==> src/rtl/bcd_digit_entry.sv <==
// ============================================================================
//  Module      : bcd_digit_entry
//  Description : Collects decimal digits over a valid/ready handshake and packs
//                them MSD-first into an NDIGITS-digit packed BCD word. A commit
//                (ENTER, or a full entry when AUTO_COMMIT_EN is defined)
//                publishes the word on bcd with a one-cycle bcd_valid strobe.
//  Macro       : AUTO_COMMIT_EN - when defined, the digit that fills the
//                working register commits it immediately (FULL never held).
//  Ports       :
//    clk        in   1          rising-edge clock
//    rst_n      in   1          asynchronous active-low reset
//    dig_valid  in   1          source offers a digit this cycle
//    dig        in   4          digit value, legal 0..9
//    dig_ready  out  1          block can accept a digit this cycle
//    enter      in   1          commit request, level sampled each cycle
//    clear      in   1          synchronous discard of partial entry and err
//    bcd        out  4*NDIGITS  last committed packed BCD word, MSD on top
//    bcd_valid  out  1          one-cycle strobe, bcd updated this cycle
//    err        out  1          sticky: an illegal digit (>9) was offered
//    cnt        out  CW         digits currently held in working register
//  Revision    : 1.0 - initial release
// ============================================================================
`default_nettype none

module bcd_digit_entry #(
   parameter  int NDIGITS = 2,
   localparam int W       = 4 * NDIGITS,
   localparam int CW      = $clog2(NDIGITS + 1)
) (
   input  logic          clk,
   input  logic          rst_n,
   input  logic          dig_valid,
   input  logic [3:0]    dig,
   output logic          dig_ready,
   input  logic          enter,
   input  logic          clear,
   output logic [W-1:0]  bcd,
   output logic          bcd_valid,
   output logic          err,
   output logic [CW-1:0] cnt
);

   typedef enum logic [1:0] {
      EMPTY   = 2'd0,
      PARTIAL = 2'd1,
      FULL    = 2'd2
   } state_t;

   state_t        state;
   logic [W-1:0]  work;

   logic          accept;
   logic          legal;
   logic          take;
   logic [W-1:0]  work_nx;
   logic [CW-1:0] cnt_nx;
   logic          full_nx;
   logic          commit;

   // Ready depends only on state and clear so the source never sees a
   // combinational path from its own valid back to ready.
   assign dig_ready = (state != FULL) & ~clear;

   always_comb begin
      accept  = dig_valid & dig_ready;
      legal   = (dig <= 4'd9);
      take    = accept & legal;
      // Post-accept view of the working register; a commit in the same
      // cycle publishes this, so a digit offered alongside ENTER is kept.
      work_nx = take ? ((work << 4) | W'(dig)) : work;
      cnt_nx  = take ? (cnt + CW'(1)) : cnt;
      full_nx = (cnt_nx == CW'(NDIGITS));
`ifdef AUTO_COMMIT_EN
      commit  = (enter & (cnt_nx != '0)) | (take & full_nx);
`else
      commit  = enter & (cnt_nx != '0);
`endif
   end

   always_ff @(posedge clk or negedge rst_n) begin
      if (!rst_n) begin
         state     <= EMPTY;
         work      <= '0;
         cnt       <= '0;
         bcd       <= '0;
         bcd_valid <= 1'b0;
         err       <= 1'b0;
      end else begin
         bcd_valid <= 1'b0;
         if (clear) begin
            // bcd is deliberately left alone: it is the last committed word.
            state <= EMPTY;
            work  <= '0;
            cnt   <= '0;
            err   <= 1'b0;
         end else begin
            // Illegal digits are consumed but never reach the working
            // register, so every published nibble stays in 0..9.
            if (accept && !legal)
               err <= 1'b1;
            if (commit) begin
               bcd       <= work_nx;
               bcd_valid <= 1'b1;
               work      <= '0;
               cnt       <= '0;
               state     <= EMPTY;
            end else begin
               work <= work_nx;
               cnt  <= cnt_nx;
               if (cnt_nx == '0)
                  state <= EMPTY;
               else if (full_nx)
                  state <= FULL;
               else
                  state <= PARTIAL;
            end
         end
      end
   end

endmodule

`default_nettype wire

==> config.mk <==
export PLATFORM = sky130hd
export DESIGN_NAME = bcd_digit_entry
export DESIGN_NICKNAME = d
export VERILOG_FILES = /design/src/rtl/bcd_digit_entry.sv
export SDC_FILE = /design/constraint.sdc
export NUM_CORES = 1
export LEC_CHECK = 0
export BUFFER_PORTS_ARGS = -buffer_cell sky130_fd_sc_hd__buf_4
export CAP_MARGIN = 20
export CORE_MARGIN = 2
export CORE_UTILIZATION = 54
export DETAILED_ROUTE_END_ITERATION = 8
export MAX_ROUTING_LAYER = met4
export PLACE_DENSITY = 0.84
export SLEW_MARGIN = 20
export SYNTH_ARGS = -nofsm -noshare
export SYNTH_HDL_FRONTEND = slang
export SYNTH_SLANG_ARGS = --single-unit
==> constraint.sdc <==
create_clock -name clk -period 3.9 [get_ports clk]
set_input_delay 0.585 -clock clk [delete_from_list [all_inputs] [get_ports clk]]
set_output_delay 0.585 -clock clk [all_outputs]
set_load 0.05 [all_outputs]
==> results of run 1 <==
-- layout by cell type (no fill, tap or decap), drive strengths merged, types with 2 or more instances in the layout --
cell type  netlist  layout
buf              3      21
nand2            2       2
mux2i           14      14
clkbuf           0       4
nor3             2       2
a211oi           2       2
nand3            2       2
nor2             7       7
inv             10      10
dfrtp           21      21
nor2b            2       2
-- logic make-up (layout without fill, tap and decap cells) --
| family | count (synthesis) | count (layout) | synth area share, % |
|---|---|---|---|
| flip-flops | 21 | 21 | 56.8 |
| AO/OA/AOI/OAI | 8 | 8 | 7.71 |
| buffers and inverters | 13 | 35 | 6.63 |
| XOR/XNOR | 1 | 1 | 0.947 |
| multiplexers | 15 | 15 | 16.8 |
| AND/OR/NAND/NOR | 19 | 19 | 11.1 |
-- sequential cells by signal, summed over array words and instances (netlist names) --
register	cells
bcd_valid	1
work	8
bcd	8
state	2
err	1
cnt	1
-- per-stage QoR --
| stage | total power, mW | utilization, % |
|---|---|---|
| 3_3_place_gp | 0.400 | 69.2 |
| 3_5_place_dp | 0.402 | 69.2 |
| 5_1_grt | 0.518 | 70.9 |
| 6_report | 0.497 | 70.9 |
| 2_1_floorplan | 0.353 | - |
| 4_1_cts | 0.504 | 70.9 |
-- cell type report --
type                            count  area [µm²]
Clock buffer                        4        26.3
Fill cell                         121         454
Inverter                           10        37.5
Tap cell                           16        20.0
Multi-Input combinational cell     43         338
Timing Repair Buffer               21         158
Sequential cell                    21         526
-- worst reg2reg max path: cells and delay by family, from the launching register on --
kind / cells / cell delay [ns]
compound gates: 1 / 0.15
mux: 1 / 0.35
simple gates: 2 / 0.94
flops: 1 / 0.49
-- power breakdown --
group | total [mW] | internal [mW] | switching, mW
clock | 0.0997 | 0.0398 | 0.0599
sequential | 0.249 | 0.238 | 0.0109
combinational | 0.148 | 0.0476 | 0.101
total | 0.497 | 0.325 | 0.172
-- per-layer routing --
metal	wire length, µm	share of wire (%)
met5	0	0
met4	31	1.9
met3	46	2.9
met2	820	51
met1	699	44
-- worst max-delay path by stage --
stage / startpoint / to
2_1_floorplan: dig[2] / bcd[3]
3_3_place_gp: dig[2] / bcd[3]
3_5_place_dp: dig[2] / bcd[3]
4_1_cts: dig[2] / bcd[3]
5_1_grt: state[0] / bcd[3]
6_report: dig[2] / bcd[3]
==> impl_metrics.tcl, run 1 <==
set metrics [dict create \
    status "finished clean" \
    setup_viol 0 \
    grt_max_degree 22 \
    fin_ws_ns 1.81 \
    netlist_area_um2 925 \
    regToRegStartpoint "state[0]" \
    ys_top_cells_by_area "dfrtp_1 57%, mux2i_1 15%, inv_1 4.1%" \
    die_w_um 45.4 \
    tritoncts "yes" \
    vias_per_cell 5.46 \
    cts_made_buffers 3 \
    synth_seq_cells 21 \
    ys_dominant_reg_cell "dfrtp_1" \
    crit_chain "buf_4 -> o21ai_1 -> a311oi_2 -> nor3_2 -> mux2_4" \
    initial_core_util_pct 59.3 \
    routed_wl_um 1600 \
    core_area_um2 1560 \
    worstSetupPathDepth 5 \
    max_freq_mhz 478 \
    worstSetupEndpointType "register" \
    synth_common_cells "21 x dfrtp_1, 14 x mux2i_1, 10 x inv_1" \
    use_met1_pct 23.9 \
    final_antenna_net_count 0 \
    ys_seq_area_share_pct 56.8 \
    drtIter0Drc 10 \
    synthDistinctLibCells 26 \
    drv_slew 0 \
    synth-edff-count 0 \
    dp.cells 111 \
    rrSetupSlack_ns 1.86 \
    p_leak_nw 0.569 \
    root_buffer "clkbuf_4" \
    antenna_found_initial 0 \
    crit_arrival_ns 2.28 \
    async_flop_share_pct 100 \
    grt_pass1_vias 613 \
    preCtsSetupSlack_ns 1.49 \
    clock_latency_ns 0.29 \
    cp.required_ns 4.09 \
    tns_ns 0 \
    grt_usage_pct 19.1 \
    htreeDepth 1 \
    grt-ovfl-total 0 \
    dr.pass1.iters 4 \
    grt_first_pass_wirelength_um 2670 \
    synth_area_leader_cell "dfrtp_1" \
    postCtsSetupBuffers 0 \
    areaGrowthSynthToFinish_pct 19.5 \
    ios 22 \
    worstSetupStartpointType "input port" \
    fin_crit_sh_pct 53.6 \
    place_congestion 0.770 \
    top_usage_layer "met2" \
    irDropWorstVdd_v 0.000377 \
    hold_path.class "in -> async" \
    skew_ns 0.00324 \
    synth_nets 86 \
    max_stage_delay_ns 0.71 \
    fin_cells 115 \
    nets 109 \
    crit_fanout 9 \
    drc 0 \
    rsz0062_at_grt "false" \
    clk_path_buf_depth 2 \
    dpl_cell_area_um2 1080 \
    row_count 14 \
    fin_crit_ns 2.09 \
    max_slew_margin_pct 44.2 \
    ctsResizeCount 0 \
    yosysMostFrequentCell "dfrtp_1" \
    cap_viol_max_count 0 \
    hold_violations 0 \
    die_h_um 45.4 \
    grt_use_met2_pct 29.9 \
    clock_sinks 21 \
    use_met3_pct 3.57 \
    yosys_warnings 0 \
    crit_type "in -> reg" \
    drive_above_1_share_pct 31.3 \
    holdBufCountCts 0 \
    diodes 0 \
    cp.buffers_inverters 1 \
    port_buffers 21 \
    timing.rr.end "bcd[3]" \
    p_per_area_nw_per_um2 449 \
    hold_slack_ns 0.149 \
    vias 628 \
    wl_per_cell_um 13.9 \
    critPathTopFamily "simple AND/OR/NAND/NOR gates" \
    yosysTopAreaCellShare_pct 56.8 \
    syn-mean-instance-area_um2 12.0 \
    worst_pin_slew_ns 0.833 \
    post-route-cell-area_um2 1100 \
    ff2ff_path_depth 4 \
    place_hpwl_um 1210 \
    cp_slowest_cell "nor3_2" \
    clk_pin_slew_ns 0.11 \
    synthCells 77 \
    dieArea_um2 2060 \
]
Note: power is estimated with default switching activity, not from simulation.
==> run 2, diff against run 1 <==
--- a/config.mk
+++ b/config.mk
@@ -5,13 +5,14 @@
 export SDC_FILE = /design/constraint.sdc
 export NUM_CORES = 1
 export LEC_CHECK = 0
+export ABC_AREA = 1
 export BUFFER_PORTS_ARGS = -buffer_cell sky130_fd_sc_hd__buf_4
 export CAP_MARGIN = 20
 export CORE_MARGIN = 2
-export CORE_UTILIZATION = 54
+export CORE_UTILIZATION = 48
 export DETAILED_ROUTE_END_ITERATION = 8
 export MAX_ROUTING_LAYER = met4
-export PLACE_DENSITY = 0.84
+export PLACE_DENSITY = 0.78
 export SLEW_MARGIN = 20
 export SYNTH_ARGS = -nofsm -noshare
 export SYNTH_HDL_FRONTEND = slang
==> constraint.sdc (replaced) <==
create_clock -name clk -period 1.7 [get_ports clk]
set_input_delay 0.255 -clock clk [delete_from_list [all_inputs] [get_ports clk]]
set_output_delay 0.255 -clock clk [all_outputs]
set_load 0.05 [all_outputs]
==> run 2 against run 1 <==
Via count increased by 32%. Routed wire length is 28% higher. Sequential power grew 120%. First-iteration DRC count unchanged. Largest cell class unchanged. Worst setup slack got worse by 1.7 ns. Clock skew decreased by 0.0027 ns.
==> impl_metrics.tcl, run 2 <==
set metrics [dict create \
    status "finished clean" \
    worst_pin_slew_ns 0.374 \
    grt_usage_pct 18.4 \
    die_w_um 52.1 \
    initial_core_util_pct 50.7 \
    drive_above_1_share_pct 36.2 \
    cap_viol_max_count 0 \
    netlist_area_um2 1110 \
    tritoncts "yes" \
    synth_common_cells "31 x nand2_1, 21 x dfrtp_1, 13 x inv_1" \
    rrSetupSlack_ns 0.14 \
    crit_arrival_ns 1.80 \
    timing.rr.end "work[2]" \
    core_area_um2 2190 \
    postCtsSetupBuffers 0 \
    crit_type "reg -> reg" \
    rsz0062_at_grt "false" \
    clk_pin_slew_ns 0.11 \
    fin_crit_ns 1.56 \
    worstSetupStartpointType "register" \
    async_flop_share_pct 100 \
    vias 832 \
    synth_top_family_by_area "simple AND/OR/NAND/NOR gates" \
    dieArea_um2 2720 \
    p_int_mw 0.693 \
    cp.required_ns 1.95 \
    regToRegStartpoint "state[0]" \
    crit_start "state[0]" \
    place_congestion 0.781 \
    cts_made_buffers 3 \
    synth_area_leader_cell "dfrtp_1" \
    diodes 0 \
    hold_violations 0 \
    port_buffers 21 \
    max_freq_mhz 643 \
    dp.cells 164 \
    setup_viol 0 \
    fillers 185 \
    antenna_found_initial 0 \
    grt_pass1_vias 803 \
    routed_wl_um 2040 \
    place_hpwl_um 1560 \
    dr.pass1.iters 4 \
    max_slew_margin_pct 75.0 \
    synth_seq_cells 21 \
    whs_path_depth 3 \
    final_common_cell "nand2_1" \
    areaGrowthSynthToFinish_pct 17.6 \
    clock_latency_ns 0.30 \
    most-common-layout-cells "31 x nand2_1, 22 x buf_4, 21 x dfrtp_1, 13 x inv_1, 9 x nor2_2" \
    die_h_um 52.1 \
    synthAdderAreaFrac_pct 0 \
    p_switching_mw 0.341 \
    pwr-share-seq_pct 51.9 \
    grt_max_degree 22 \
    final_util_pct 59.6 \
    fin_cells 169 \
    vias_per_cell 4.92 \
    p_comb_share_pct 24.8 \
    hold_path_end "state[0]" \
    final_antenna_net_count 0 \
    p_clk_share_pct 23.4 \
    drc 0 \
    worstSetupEndpointType "register" \
    yosys_warnings 0 \
    drv_slew 0 \
    p_leak_nw 0.669 \
    p_sw_share_pct 33.0 \
    ys_seq_area_share_pct 47.3 \
    reg_top3 "bcd x8, work x8, state x2" \
    synthMuxAreaShare_pct 0 \
    htreeDepth 1 \
    root_buffer "clkbuf_4" \
    synthCells 119 \
    skew_ns 0.000594 \
    clk_path_buf_depth 2 \
    synth_compound_area_share_pct 6.42 \
    tns_ns 0 \
    irDropWorstVdd_v 0.000506 \
    p_per_area_nw_per_um2 791 \
    row_count 17 \
    yosysMostFrequentCell "nand2_1" \
    clock_sinks 21 \
    synthSimpleGateAreaFrac_pct 36.1 \
    synthXorXnorAreaFrac_pct 0.788 \
    synth-edff-count 0 \
    hp-start "clear" \
    fin_ws_ns 0.144 \
    yosysTopAreaCellShare_pct 47.3 \
    fin_crit_sh_pct 91.5 \
    grt_first_pass_wirelength_um 3520 \
    grt-ovfl-total 0 \
    hold_path.class "in -> reg" \
    ios 22 \
    syn-mean-instance-area_um2 9.34 \
    ff2ff_path_depth 10 \
    ys_dominant_reg_cell "dfrtp_1" \
    synth_nets 128 \
    crit_fanout 11 \
    ys_top_cells_by_area "dfrtp_1 47%, nand2_1 10%, nor2_2 5.1%" \
    preCtsSetupSlack_ns 0.134 \
    wl_per_cell_um 12.1 \
    nets 151 \
    synthDistinctLibCells 23 \
    drtIter0Drc 10 \
]
[run 2: how the worst max path moves through the flow]
stage                   end  slack, ns
detailed placement  work[2]       0.13
floorplan            bcd[0]       0.33
finish              work[2]       0.14
CTS                 work[2]       0.14
global placement    work[2]       0.20
global route        work[2]       0.01
[run 2: worst max-delay path: stages, from the launching register on]
cell,delay (ns)
dfrtp_1,0.44
inv_2,0.07
nand2_4,0.07
nand3_4,0.14
nor2_4,0.24
nand2_2,0.09
nand2_4,0.10
nand2_8,0.08
nand2_4,0.09
nand2_8,0.08
nor2_2,0.09
[run 2: power groups by stage]
stage / clock, mW / combinational [mW] / sequential [mW]
after floorplan: 0 / 0.118 / 0.611
after global placement: 0 / 0.252 / 0.545
after CTS: 0.245 / 0.259 / 0.536
after global routing: 0.265 / 0.277 / 0.539
final: 0.241 / 0.256 / 0.536
after detailed placement: 0 / 0.256 / 0.546
[run 2: cell type report]
class                   instances  area, µm²  share of cell area (%)
well taps                      28       35.0                    2.68
flip-flops and latches         21        526                    40.2
clock buffers                   4       26.3                    2.01
inverters                      16       62.6                    4.79
repair buffers                 23        175                    13.4
multi-input cells              77        482                    36.9
[run 2: what timing repair did]
| item | 4_1_cts | 5_1_grt |
|---|---|---|
| hold buffers | 1 | 0 |
| endpoints found under the hold margin | 21 | 0 |
| resized for setup | 0 | 0 |
| setup endpoints to repair | 0 | 0 |
[run 2: cells by family after synthesis]
logic type	count (synthesis)
flops	21
simple gates	65
compound gates	11
xor+xnor	1
buf+inv	21
[run 2: routing by layer]
layer	track usage, %	share of wire (%)
met1	24.1	48
met2	29.1	46
met3	3.45	5.2
met4	5.26	0.98
met5	-	0
[run 2: metrics by stage]
| step | hold WS (ns) | area (µm²) | total power [mW] |
|---|---|---|---|
| after floorplan | -0.0406 | 1110 | 0.729 |
| after global placement | 0.149 | 1270 | 0.797 |
| after detailed placement | 0.157 | 1270 | 0.802 |
| after CTS | 0.228 | 1310 | 1.04 |
| after global routing | 0.232 | 1310 | 1.08 |
| final | 0.229 | 1310 | 1.03 |
